<file path="config.mk">
export PLATFORM = sky130hd
export DESIGN_NAME = change_payout
export DESIGN_NICKNAME = d
export VERILOG_FILES = /design/src/rtl/change_payout.sv
export SDC_FILE = /design/constraint.sdc
export NUM_CORES = 1
export LEC_CHECK = 0
export ABC_AREA = 1
export CORE_ASPECT_RATIO = 1.25
export CORE_MARGIN = 10
export CORE_UTILIZATION = 53
export CTS_BUF_LIST = sky130_fd_sc_hd__clkbuf_2 sky130_fd_sc_hd__clkbuf_4 sky130_fd_sc_hd__clkbuf_8
export CTS_CLUSTER_SIZE = 30
export DETAILED_ROUTE_END_ITERATION = 8
export PLACE_DENSITY_LB_ADDON = 0.1
export SLEW_MARGIN = 40
export SYNTH_ARGS = -nofsm -noshare
export SYNTH_HDL_FRONTEND = slang
export SYNTH_SLANG_ARGS = --single-unit
</file>
<file path="constraint.sdc">
create_clock -name clk -period 1.95 [get_ports clk]
set_input_delay 0.39 -clock clk [delete_from_list [all_inputs] [get_ports clk]]
set_output_delay 0.39 -clock clk [all_outputs]
set_load 0.03 [all_outputs]
</file>
<file path="src/rtl/change_payout.sv">
// Change-return engine: pays a requested amount greedily as 25/10/5 coins over a
// valid/ack hopper handshake, tracking per-denomination inventory and any unpaid remainder.
module change_payout #(
   parameter int unsigned AMT_W  = 8,
   parameter int unsigned CNT_W  = 6,
   parameter int unsigned INIT_Q = 20,
   parameter int unsigned INIT_D = 20,
   parameter int unsigned INIT_N = 20
) (
   input  logic             clk,
   input  logic             rst,
   input  logic             req_valid,
   input  logic [AMT_W-1:0] req_amount,
   output logic             req_ready,
   output logic             coin_valid,
   output logic [1:0]       coin_type,
   input  logic             coin_ack,
   input  logic             refill,
   output logic             done,
   output logic [AMT_W-1:0] shortfall,
   output logic [CNT_W-1:0] cnt_q,
   output logic [CNT_W-1:0] cnt_d,
   output logic [CNT_W-1:0] cnt_n
);

   typedef enum logic [1:0] {
      S_IDLE,
      S_SELECT,
      S_DISPENSE,
      S_FINISH
   } state_t;

   localparam logic [1:0] COIN_NONE = 2'b00;
   localparam logic [1:0] COIN_N    = 2'b01;
   localparam logic [1:0] COIN_D    = 2'b10;
   localparam logic [1:0] COIN_Q    = 2'b11;

   localparam logic [AMT_W-1:0] VAL_Q = AMT_W'(25);
   localparam logic [AMT_W-1:0] VAL_D = AMT_W'(10);
   localparam logic [AMT_W-1:0] VAL_N = AMT_W'(5);

   state_t           r_state;
   state_t           w_next;
   logic [AMT_W-1:0] r_rem;
   logic [1:0]       r_coin;
   logic [CNT_W-1:0] r_cnt_q;
   logic [CNT_W-1:0] r_cnt_d;
   logic [CNT_W-1:0] r_cnt_n;

   logic             w_accept;
   logic             w_ack;
   logic             w_refill;
   logic [1:0]       w_pick;
   logic [AMT_W-1:0] w_coin_val;

   assign w_accept = req_valid & (r_state == S_IDLE);
   assign w_ack    = coin_ack  & (r_state == S_DISPENSE);
   assign w_refill = refill    & (r_state == S_IDLE);

   // Largest affordable coin still in stock; an empty denomination is never picked.
   always_comb begin
      w_pick = COIN_NONE;
      if ((r_rem >= VAL_Q) && (r_cnt_q != '0)) begin
         w_pick = COIN_Q;
      end else if ((r_rem >= VAL_D) && (r_cnt_d != '0)) begin
         w_pick = COIN_D;
      end else if ((r_rem >= VAL_N) && (r_cnt_n != '0)) begin
         w_pick = COIN_N;
      end
   end

   always_comb begin
      w_coin_val = '0;
      case (r_coin)
         COIN_Q:  w_coin_val = VAL_Q;
         COIN_D:  w_coin_val = VAL_D;
         COIN_N:  w_coin_val = VAL_N;
         default: w_coin_val = '0;
      endcase
   end

   always_ff @(posedge clk or negedge rst) begin
      if (!rst) begin
         r_state <= S_IDLE;
      end else begin
         r_state <= w_next;
      end
   end

   always_comb begin
      w_next = r_state;
      case (r_state)
         S_IDLE:     if (w_accept) w_next = S_SELECT;
         S_SELECT:   w_next = (w_pick != COIN_NONE) ? S_DISPENSE : S_FINISH;
         S_DISPENSE: if (w_ack) w_next = S_SELECT;
         S_FINISH:   w_next = S_IDLE;
         default:    w_next = S_IDLE;
      endcase
   end

   always_ff @(posedge clk or negedge rst) begin
      if (!rst) begin
         r_rem  <= '0;
         r_coin <= COIN_NONE;
      end else begin
         if (w_accept) begin
            r_rem <= req_amount;
         end else if (w_ack) begin
            r_rem <= r_rem - w_coin_val;
         end
         if ((r_state == S_SELECT) && (w_pick != COIN_NONE)) begin
            r_coin <= w_pick;
         end
      end
   end

   // Refill is only possible in IDLE and an ack only in DISPENSE, so the two never collide.
   always_ff @(posedge clk or negedge rst) begin
      if (!rst) begin
         r_cnt_q <= CNT_W'(INIT_Q);
         r_cnt_d <= CNT_W'(INIT_D);
         r_cnt_n <= CNT_W'(INIT_N);
      end else if (w_refill) begin
         r_cnt_q <= CNT_W'(INIT_Q);
         r_cnt_d <= CNT_W'(INIT_D);
         r_cnt_n <= CNT_W'(INIT_N);
      end else if (w_ack) begin
         case (r_coin)
            COIN_Q:  r_cnt_q <= r_cnt_q - CNT_W'(1);
            COIN_D:  r_cnt_d <= r_cnt_d - CNT_W'(1);
            COIN_N:  r_cnt_n <= r_cnt_n - CNT_W'(1);
            default: ;
         endcase
      end
   end

   // Handshake outputs decode from state so a reset drops them without waiting for a clock.
   assign req_ready  = (r_state == S_IDLE);
   assign coin_valid = (r_state == S_DISPENSE);
   assign coin_type  = (r_state == S_DISPENSE) ? r_coin : COIN_NONE;
   assign done       = (r_state == S_FINISH);
   assign shortfall  = (r_state == S_FINISH) ? r_rem : '0;
   assign cnt_q      = r_cnt_q;
   assign cnt_d      = r_cnt_d;
   assign cnt_n      = r_cnt_n;

endmodule

</file>
==> summary.md <==
| Metric | Value |
|---|---|
| Terminus of the critical flop-to-flop path | r_rem[4] |
| Buffers added on ports | 43 |
| Post-Synth Simple-Gate Area | 36.3% |
| Depth of the worst register-to-register path | 8 |
| Synthesized flop and latch total | 30 |
| Remaining global-route overflow | 0 |
| Post-synth cell types | 28 |
| Number of antenna diodes | 0 |
| Status | complete, no violations |
| Startpoint type of the worst setup path | flip-flop |
| Initial core utilization | 54.3% |
| Pre-Repair DR Iteration Count | 4 |
| Crit Reg-Reg Startpoint | r_coin[0] |
| Area of the die | 6740 um2 |
| Worst-margin pin slew | 0.421 ns |
| DRC violation total after the first TritonRoute iteration | 172 |
| WL per Instance | 12.7 um |
| Share of synthesized flip-flops with an asynchronous set or reset | 100% |
| Maximum fanout encountered on the critical timing path | 4 |
| Number of failing hold endpoints at the final stage | 0 |
| Most frequent cells in the layout | nand2_1, inv_1, nor2_1, clkdlybuf4s50_1, nand3_1 |
| Level count of the clock H-tree | 2 |
| Area growth from synthesis to layout | 28.0% |
| Hold WC Path Type | reg -> reg |
| Maximum clock rate | 521 MHz |
| Standard cell core area | 3750 um2 |
| Latest clock arrival within the worst-skew pair | 0.28 ns |
| Post-Synthesis Cells | 289 |
| Root buffer cell | clkbuf_8 |
| Main combinational cell family by area after synthesis | simple AND/OR/NAND/NOR gates |
| Static leakage | 1.37 nW |
| Most common cell after layout, fill and taps aside | nand2_1 |
| Power density normalized to cell area | 1970 nW/um2 |
| Type of element capturing the critical path | primary output |
| EDFF count, synth | 0 |
| Cell Rows | 25 |
| Vert. Die Dim | 89.4 um |
| Crit-path leading delay family | buffers and inverters |
| Total global-route track usage | 16.0% |
| Clock tree from TritonCTS | built |
| Unrepaired setup endpoints after global routing | no |
| CTS clock-pin slew for the worst setup and hold paths | 0.07 ns |
| Total Wirelength | 4890 um |
| CTS buffer count | 5 |
| Sum of negative setup slack | 0 ns |
| Worst reg-to-reg setup slack | 0.12 ns |
| Nets | 365 |
| Hold EP | cnt_n[2] |
| Mux contribution to synthesized area | 0% |
| Post CTS Setup Buffer Count | 0 |
| Startpoint of the most critical hold path | cnt_n[2] |
| Summed instance area of the synthesized netlist | 2040 um2 |
| Count of vias placed by the detailed router | 2009 |
| Required time of the critical path | 1.56 ns |
| Wire length of the first global-routing pass | 8630 um |
| Synthesized-area fraction occupied by ao, oa, aoi and oai cells | 9.57% |
| Via density per instance | 5.23 |
| Number of routed nets with antenna violations | 0 |
| Fraction of final layout cells with drive strength greater than 1 | 13.7% |
| Xor/xnor cell area share of the yosys netlist | 1.29% |
| Ports placed on the boundary | 44 |
| Hold Path Depth | 2 |
| Fraction of the cycle the final worst path needs | 98.5% |
| Longest Clk Path Bufs | 2 |
| Final GP Congestion | 0.904 |
| Remaining routing DRC violations | 0 |
| Critical Path Slowest Stage Cell | clkdlybuf4s50_1 |
| Post-route core utilization | 69.6% |
| Clock sink count | 30 |
| Post-route clock skew | 0.00831 ns |
| Post-synthesis net count | 311 |
| HPWL after detailed placement | 3800 um |
| Arr. time, crit path | 1.53 ns |
| Critical Setup Path Class | reg -> out |
| Horizontal die dimension | 75.5 um |
| Post-synthesis adder-cell area fraction | 5.89% |
| Count of yosys warnings during synthesis | 0 |
| CP Cell Sequence | clkdlybuf4s50_1 |
| Max Cap Violations | 0 |
| Total setup violations reported at the end of the flow | 0 |
| WP buf/inv | 1 |
| Number of global-route vias before repair | 2030 |
| Post-synthesis average cell area | 7.06 um2 |
| Tmin final | 1.92 ns |
| Antenna violations before repair | 0 |
| Relative slew margins | 71.9% |
| Sequential element share of the synthesized area | 37.2% |
| Final max-slew violation count | 0 |
| Worst path max stage delay | 0.69 ns |
| Pin count of the biggest net entering global routing | 31 |
| Primary FF master, synth | dfrtp_1 |
| Largest voltage drop on the vdd net | 942 uV |
==> worst max path at each step <==
stage                from           end  slack (ns)  depth (start not counted)
3_5_place_dp   r_state[0]  shortfall[5]        0.06                          3
6_report         cnt_d[2]      cnt_d[2]        0.03                          1
5_1_grt          cnt_d[2]      cnt_d[2]       0.002                          1
3_3_place_gp   r_state[0]  shortfall[6]        0.09                          3
4_1_cts        r_state[0]  shortfall[5]        0.02                          3
2_1_floorplan   r_coin[0]      r_rem[4]        0.29                          8
==> where the power goes <==
part | internal, mW | switching, mW | total, mW
clock | 0.298 | 0.234 | 0.532
sequential | 0.967 | 0.289 | 1.26
combinational | 1.25 | 2.10 | 3.35
==> metrics by stage <==
stage               power [mW]  hold slack, ns  std cells  setup WS, ns  area (um2)
global placement          4.56           0.491        376        0.0917        2550
floorplan                 3.62          0.0944        289         0.293        2040
finish                    5.14           0.504        384        0.0299        2610
CTS                       5.13           0.511        384        0.0232        2630
detailed placement        4.63           0.502        376        0.0557        2550
global route              5.70           0.533        384       0.00241        2610
==> kinds of logic after synthesis <==
group	Yosys count
compound gates	36
simple gates	162
flops	30
fa+ha+maj	9
xor+xnor	3
buf+inv	49
==> flip-flops by register name (all words and copies together), names as in the netlist <==
signal   flops
cnt_d        6
cnt_n        6
cnt_q        6
r_coin       2
r_rem        8
r_state      2
==> tightest hold or removal path: stages (launching register included) <==
cell and delay, ns:
dfstp_2 0.38, nand2_1 0.06, nand3_1 0.06
==> metal layers <==
| metal | GRT usage, % | wire, um | part of all wire [%] | vias up |
|---|---|---|---|---|
| li1 | - | - | - | 1044 |
| met1 | 17.4 | 2030 | 42 | 919 |
| met2 | 29.1 | 2540 | 52 | 37 |
| met3 | 4.22 | 231 | 4.7 | 9 |
| met4 | 5.08 | 86 | 1.8 | 0 |
| met5 | 0 | 0 | 0 | - |
==> cell usage after synthesis, types with 2 or more instances <==
cell	instances	area (um2)
a21oi_1	5	25.0
buf_4	2	15.0
dfrtp_1	24	601
dfstp_2	6	158
ha_1	8	100
inv_1	42	158
inv_2	3	11.3
nand2_1	80	300
nand2_2	3	18.8
nand2_4	2	22.5
nand3_1	28	140
nand3_2	3	30.0
nand4_1	12	75.1
nor2_1	30	113
o211ai_1	3	22.5
o21ai_0	11	55.1
o21ai_1	12	60.1
o22ai_1	4	25.0
xor2_1	2	17.5
==> what timing repair did <==
action | 4_1_cts | 5_1_grt
setup endpoints to repair | 13 | 11
endpoints found under the hold margin | 0 | 0
resized for setup | 13 | 19
cloned | 0 | 0
hold buffers | 0 | 0
==> final cells by class <==
type / count / area (um2)
clock inverters: 1 / 5.00
clock buffers: 7 / 90.1
repair buffers: 51 / 448
multi-input cells: 210 / 1090
fillers: 342 / 1140
well taps: 40 / 50.0
flip-flops and latches: 30 / 759
inverters: 45 / 169
Power figures use the tool's default switching activity.
